[config.mk]
export PLATFORM = sky130hd
export DESIGN_NAME = fp16div_iter_flat
export DESIGN_NICKNAME = d
export VERILOG_FILES = /design/src/rtl/fp16div_iter_if.sv /design/src/rtl/fp16div_iter.sv /design/src/flat_wrapper.sv
export SDC_FILE = /design/constraint.sdc
export NUM_CORES = 1
export LEC_CHECK = 0
export CAP_MARGIN = 40
export CORE_MARGIN = 4
export CORE_UTILIZATION = 55
export DETAILED_ROUTE_END_ITERATION = 8
export PLACE_DENSITY = 0.82
export RECOVER_POWER = 50
export SLEW_MARGIN = 20
export SYNTH_ARGS = -nofsm -noshare
export SYNTH_HDL_FRONTEND = slang
export SYNTH_SLANG_ARGS = --single-unit
[constraint.sdc]
create_clock -name i_clk -period 3.6 [get_ports i_clk]
set_input_delay 0.54 -clock i_clk [delete_from_list [all_inputs] [get_ports i_clk]]
set_output_delay 0.54 -clock i_clk [all_outputs]
set_load 0.01 [all_outputs]
[src/rtl/fp16div_iter_if.sv]
// Operand / result handshake bundle for the iterative fp16 divider.
// The slave side is the divider; the master side feeds operands and consumes results.
interface fp16div_iter_if;
    logic        i_valid;
    logic        o_ready;
    logic [15:0] i_a;
    logic [15:0] i_b;
    logic        o_valid;
    logic        i_ready;
    logic [15:0] o_res;

    modport slave  (input  i_valid, i_a, i_b, i_ready,
                    output o_ready, o_valid, o_res);
    modport master (output i_valid, i_a, i_b, i_ready,
                    input  o_ready, o_valid, o_res);
endinterface

[src/rtl/fp16div_iter.sv]
// Multi-cycle IEEE-754 binary16 divider (a / b) using radix-2 restoring division.
// Inputs are flushed to zero when denormal, results flush to zero on underflow,
// rounding is ties-to-even, and every generated NaN uses the NAN_MANT payload.
module fp16div_iter #(
    parameter logic [9:0] NAN_MANT = 10'h077
) (
    input  logic         i_clk,
    input  logic         i_rst_n,
    fp16div_iter_if.slave bus
);
    typedef enum logic [2:0] {IDLE, PREP, DIV, ROUND, DONE} state_t;

    state_t state, state_nxt;

    logic [15:0]        a_q, b_q;
    logic               sgn;
    logic               spec_en;
    logic [15:0]        spec_res;
    logic [10:0]        mb;
    logic [11:0]        rem;
    logic [12:0]        q;
    logic [3:0]         cnt;
    logic signed [6:0]  expo;
    logic [15:0]        res;

    // Operand decode (DAZ: exponent 0 means signed zero).
    logic [4:0]  a_e, b_e;
    logic [9:0]  a_m, b_m;
    logic        a_zero, b_zero, a_inf, b_inf, a_nan, b_nan;
    logic        sgn_w, k;
    logic [10:0] ma_w, mb_w;
    logic [11:0] rem_init;
    logic signed [6:0] exp_init;
    logic        sp_en_w;
    logic [15:0] sp_res_w;

    assign a_e    = a_q[14:10];
    assign b_e    = b_q[14:10];
    assign a_m    = a_q[9:0];
    assign b_m    = b_q[9:0];
    assign a_zero = (a_e == 5'd0);
    assign b_zero = (b_e == 5'd0);
    assign a_inf  = (a_e == 5'd31) && (a_m == 10'd0);
    assign b_inf  = (b_e == 5'd31) && (b_m == 10'd0);
    assign a_nan  = (a_e == 5'd31) && (a_m != 10'd0);
    assign b_nan  = (b_e == 5'd31) && (b_m != 10'd0);
    assign sgn_w  = a_q[15] ^ b_q[15];

    // Pre-normalise so the first quotient bit is always 1.
    assign ma_w     = {1'b1, a_m};
    assign mb_w     = {1'b1, b_m};
    assign k        = (ma_w < mb_w);
    assign rem_init = k ? {ma_w, 1'b0} : {1'b0, ma_w};
    assign exp_init = $signed({2'b00, a_e}) - $signed({2'b00, b_e}) + 7'sd15
                      - (k ? 7'sd1 : 7'sd0);

    // Special operands resolved in priority order: NaN, inf, zero.
    always_comb begin
        sp_en_w  = 1'b1;
        sp_res_w = {sgn_w, 15'd0};
        if (a_nan || b_nan || (a_inf && b_inf) || (a_zero && b_zero))
            sp_res_w = {sgn_w, 5'h1f, NAN_MANT};
        else if (a_inf || b_zero)
            sp_res_w = {sgn_w, 5'h1f, 10'd0};
        else if (a_zero || b_inf)
            sp_res_w = {sgn_w, 15'd0};
        else
            sp_en_w = 1'b0;
    end

    // One restoring step: subtract when it fits, then shift.
    logic        ge;
    logic [11:0] rem_sub;
    assign ge      = (rem >= {1'b0, mb});
    assign rem_sub = ge ? (rem - {1'b0, mb}) : rem;

    // Rounding and range handling on the finished quotient.
    logic              up;
    logic [10:0]       mant_r;
    logic signed [6:0] exp_r;
    logic [15:0]       res_nxt;

    assign up     = q[1] & (q[0] | (rem != 12'd0) | q[2]);
    assign mant_r = {1'b0, q[11:2]} + {10'd0, up};
    assign exp_r  = expo + $signed({6'd0, mant_r[10]});

    always_comb begin
        res_nxt = {sgn, exp_r[4:0], mant_r[9:0]};
        if (spec_en)
            res_nxt = spec_res;
        else if (expo <= 7'sd0)
            res_nxt = {sgn, 15'd0};
        else if (exp_r >= 7'sd31)
            res_nxt = {sgn, 5'h1f, 10'd0};
    end

    // State register with synchronous active-low reset.
    always_ff @(posedge i_clk) begin
        if (!i_rst_n)
            state <= IDLE;
        else
            state <= state_nxt;
    end

    // Next-state decode.
    always_comb begin
        state_nxt = state;
        case (state)
            IDLE:    if (bus.i_valid) state_nxt = PREP;
            PREP:    state_nxt = DIV;
            DIV:     if (cnt == 4'd12) state_nxt = ROUND;
            ROUND:   state_nxt = DONE;
            DONE:    if (bus.i_ready) state_nxt = IDLE;
            default: state_nxt = IDLE;
        endcase
    end

    // Datapath: capture operands, set up division, iterate.
    always_ff @(posedge i_clk) begin
        case (state)
            IDLE: begin
                if (bus.i_valid) begin
                    a_q <= bus.i_a;
                    b_q <= bus.i_b;
                end
            end
            PREP: begin
                rem      <= rem_init;
                mb       <= mb_w;
                expo     <= exp_init;
                sgn      <= sgn_w;
                spec_en  <= sp_en_w;
                spec_res <= sp_res_w;
                q        <= 13'd0;
                cnt      <= 4'd0;
            end
            DIV: begin
                rem <= {rem_sub[10:0], 1'b0};
                q   <= {q[11:0], ge};
                cnt <= cnt + 4'd1;
            end
            default: ;
        endcase
    end

    // Result register, cleared on reset and loaded once per operation.
    always_ff @(posedge i_clk) begin
        if (!i_rst_n)
            res <= 16'h0000;
        else if (state == ROUND)
            res <= res_nxt;
    end

    assign bus.o_ready = (state == IDLE);
    assign bus.o_valid = (state == DONE);
    assign bus.o_res   = res;
endmodule

[src/flat_wrapper.sv]
// flat-port wrapper written by rule: the top's interface ports become plain ports
module fp16div_iter_flat 
#(
    parameter logic [9:0] NAN_MANT = 10'h077
)
  (i_clk, i_rst_n, bus_i_valid, bus_i_a, bus_i_b, bus_i_ready, bus_o_ready, bus_o_valid, bus_o_res);
  fp16div_iter_if bus_i ();
  input  logic i_clk;
  input  logic i_rst_n;
  input wire logic [$bits(bus_i.i_valid)-1:0] bus_i_valid;
  input wire logic [$bits(bus_i.i_a)-1:0] bus_i_a;
  input wire logic [$bits(bus_i.i_b)-1:0] bus_i_b;
  input wire logic [$bits(bus_i.i_ready)-1:0] bus_i_ready;
  output wire logic [$bits(bus_i.o_ready)-1:0] bus_o_ready;
  output wire logic [$bits(bus_i.o_valid)-1:0] bus_o_valid;
  output wire logic [$bits(bus_i.o_res)-1:0] bus_o_res;
  assign bus_i.i_valid = bus_i_valid;
  assign bus_i.i_a = bus_i_a;
  assign bus_i.i_b = bus_i_b;
  assign bus_i.i_ready = bus_i_ready;
  assign bus_o_ready = bus_i.o_ready;
  assign bus_o_valid = bus_i.o_valid;
  assign bus_o_res = bus_i.o_res;
  fp16div_iter #(.NAN_MANT(NAN_MANT)) u_core (.i_clk(i_clk), .i_rst_n(i_rst_n), .bus(bus_i));
endmodule
==> metrics <==
Tot Pwr=approximately 0.0028 W; VDD IR max=around 0.21 mV; mapped cell area=about 5200 um2; Tmin final=3.286 ns; adder-cell share of the synthesized area=9.276%; share of post-route cells with drive strength above 1=between 4 and 5%; clock tree buffer depth=2; total track usage=around a fifth; Synth Register Bits=100; drt drc=0; commonest non-fill, non-tap cells in the layout=edfxtp_1 (81), inv_1 (45), dlygate4sd3_1 (42); First DRT Iteration DRCs=170; critical path startpoint category=flip-flop; reg2reg path depth=14; vias in the first global route=~3,600; run status=finished, violations left; Yosys cell types=between 40 and 50; clock skew=0.01202 ns; Critical Path AT=~3.6 ns; crit path to=u_core.bus.o_res[8]; Async SR Flop Fraction=0%; post-synthesis simple-gate area fraction=approximately 13%; die width=approximately 110 um; CTS hold repair buffers=0; Avg WL per Cell=around 16 um; Required @ worst endpoint=between 3 and 4 ns; root buf cell=clkbuf_8; non-filler cells in the finished layout=approximately 650; Antenna Nets Post-Route=0; launch point of the critical path=u_core.q[2]; Slew headroom=-17.30%; endpoint class of the critical path=flip-flop; CTS Buf Count=9; die area=~11,000 um2; Worst-Margin Slew=1.760 ns; flop-to-flop setup slack=between 0.3 and 0.4 ns; synth warn=0; H-tree levels=3; CTS clk-pin slew, worst paths=approximately 0.1 ns; syn avg cell area=11.33 um2; Skew-Pair Late Insertion Delay=between 0.3 and 0.4 ns; Synth Area in Compound Gates=roughly 11%; EDFF count, synth=81; main flop type after synthesis=edfxtp_1; Clock Sinks=100; IO Port Bufs=53; register area share after synthesis=53.74%; crit-path max FO=10; hold crit path type=flip-flop to flip-flop; DP Cell Count=634; Post-CTS Setup Inserts=0; dpl ws=approximately 0.38 ns; synth-to-layout area growth=15.54%; setup TNS=0 ns; Final Hold Vio Count=0; final global-route overflow total=0; largest family of logic cells by synthesized area=simple AND/OR/NAND/NOR gates; commonest non-fill, non-tap cell in the layout=edfxtp_1; largest net degree at the start of global routing=33; Final setup viols=0; final wirelength=10,160 um; Worst R2R Start=u_core.q[2]; I/O pins=54; period utilisation layout=91.27%; GPL Wtd Cong=between 0.9 and 1; # rows=35; Final Max Tran Viols=33; routed vias=between 3,000 and 4,000; first-pass GRT wire length=between 15,000 and 20,000 um; Starting Density=between 50 and 60%; RSZ-0062 raised after global routing=false; Peak Freq=304.3 MHz; Lkg Pwr=2.493 nW; Hold Path Origin=u_core.b_q[7]; Mapped Cells=462; multiplexer share of the synthesized area=under 10%; antenna violations before repair=0; Core ar.=between 9000 and 10,000 um2; reg2reg end=u_core.bus.o_res[8]; Setup WS post-layout=between 0.3 and 0.4 ns; drt first pass iters=5; CTS-repair resized insts=0; failing checks=capacitance limit, slew limit; vias per cell=roughly 5.7; syn nets=535; max-cap violations=1; critical setup path kind=flip-flop to flip-flop; XOR/XNOR share of the synthesized area=under 10%; die span in y=105.6 um; TritonCTS clock tree=done; dpl hpwl=7729 um; Worst Hold Slack=roughly 0.45 ns; pwr dens=between 400 and 500 nW/um2; ANT cells=0; fin nets=between 500 and 600
-- layout make-up --
class	instances	area (um2)
Multi-Input combinational cell	303	2191
Fill cell	699	3193
Timing Repair Buffer	56	545.5
Clock buffer	9	123.9
Inverter	46	172.7
Sequential cell	100	2813
Clock inverter	6	40.04
Tap cell	129	161.4
-- routing by layer --
metal  vias up  wire length, um  GRT usage (%)
met2       130             4937          31.65
li1       1805                -              -
met1      1767             4344          23.98
met5         -                0              0
met4         0              182          6.198
met3        19              694          4.715
-- power breakdown --
| group | switching, W | leakage [nW] | internal (W) |
|---|---|---|---|
| logic | 0.000375 | 1.50 | 0.000308 |
| clock network | 0.000383 | 0.0768 | 0.000247 |
| registers | 0.0000914 | 0.921 | 0.00141 |
-- synthesized netlist by cell type, types with 9 or more instances --
cell type,n,area share (%)
edfxtp_1,81,46
inv_1,45,3.2
ha_1,34,8.1
a21oi_1,32,3.1
o21ai_0,24,2.3
and3_1,23,2.7
mux2i_1,22,4.2
dfxtp_1,19,7.3
nand2_1,19,1.4
nand3_1,17,1.6
nor2_1,17,1.2
xnor2_1,14,2.3
nor4_1,11,1.3
xor2_1,11,1.8
a21o_1,9,1.3
clkbuf_1,9,0.65
-- registers in the layout, summed over array words and instances, names as in the netlist, 2 cells and up --
name	flops
u_core.spec_res	2
u_core.q	12
u_core.a_q	16
u_core.state	3
u_core.b_q	16
u_core.rem	12
u_core.mb	10
u_core.expo	7
u_core.bus.o_res	16
u_core.cnt	4
-- kinds of logic after synthesis --
| logic type | Yosys count |
|---|---|
| flip-flops | 100 |
| multiplexers | 24 |
| XOR/XNOR | 25 |
| AND/OR/NAND/NOR | 123 |
| buffers and inverters | 59 |
| AO/OA/AOI/OAI | 94 |
| adder cells (fa/ha/maj) | 37 |
-- worst min path at each step --
stage,slack [ns],to,cells after the start
global route,0.47,u_core.mb[7],0
CTS,0.45,u_core.mb[7],0
floorplan,0.43,u_core.mb[7],0
global placement,0.44,u_core.mb[7],0
finish,0.45,u_core.mb[7],0
detailed placement,0.43,u_core.mb[7],0
-- per-stage QoR --
step	instance area (um2)	util, %
2_1_floorplan	5234	-
3_3_place_gp	5896	63.81
3_5_place_dp	5896	63.81
4_1_cts	6060	65.58
5_1_grt	6047	65.44
6_report	6047	65.44
-- critical path, stage by stage (launching register included) --
cell and delay [ns]:
edfxtp_1 0.44, and2_1 0.21, ha_1 0.21, nand3_1 0.11
nor2_1 0.08, and3_1 0.20, and3_1 0.18, ha_1 0.21
ha_1 0.24, nand3_1 0.11, xor2_1 0.23, nor4_1 0.09
o21ai_0 0.26, nand4_1 0.36, o21ai_0 0.28
(Power assumes the default switching activity.)
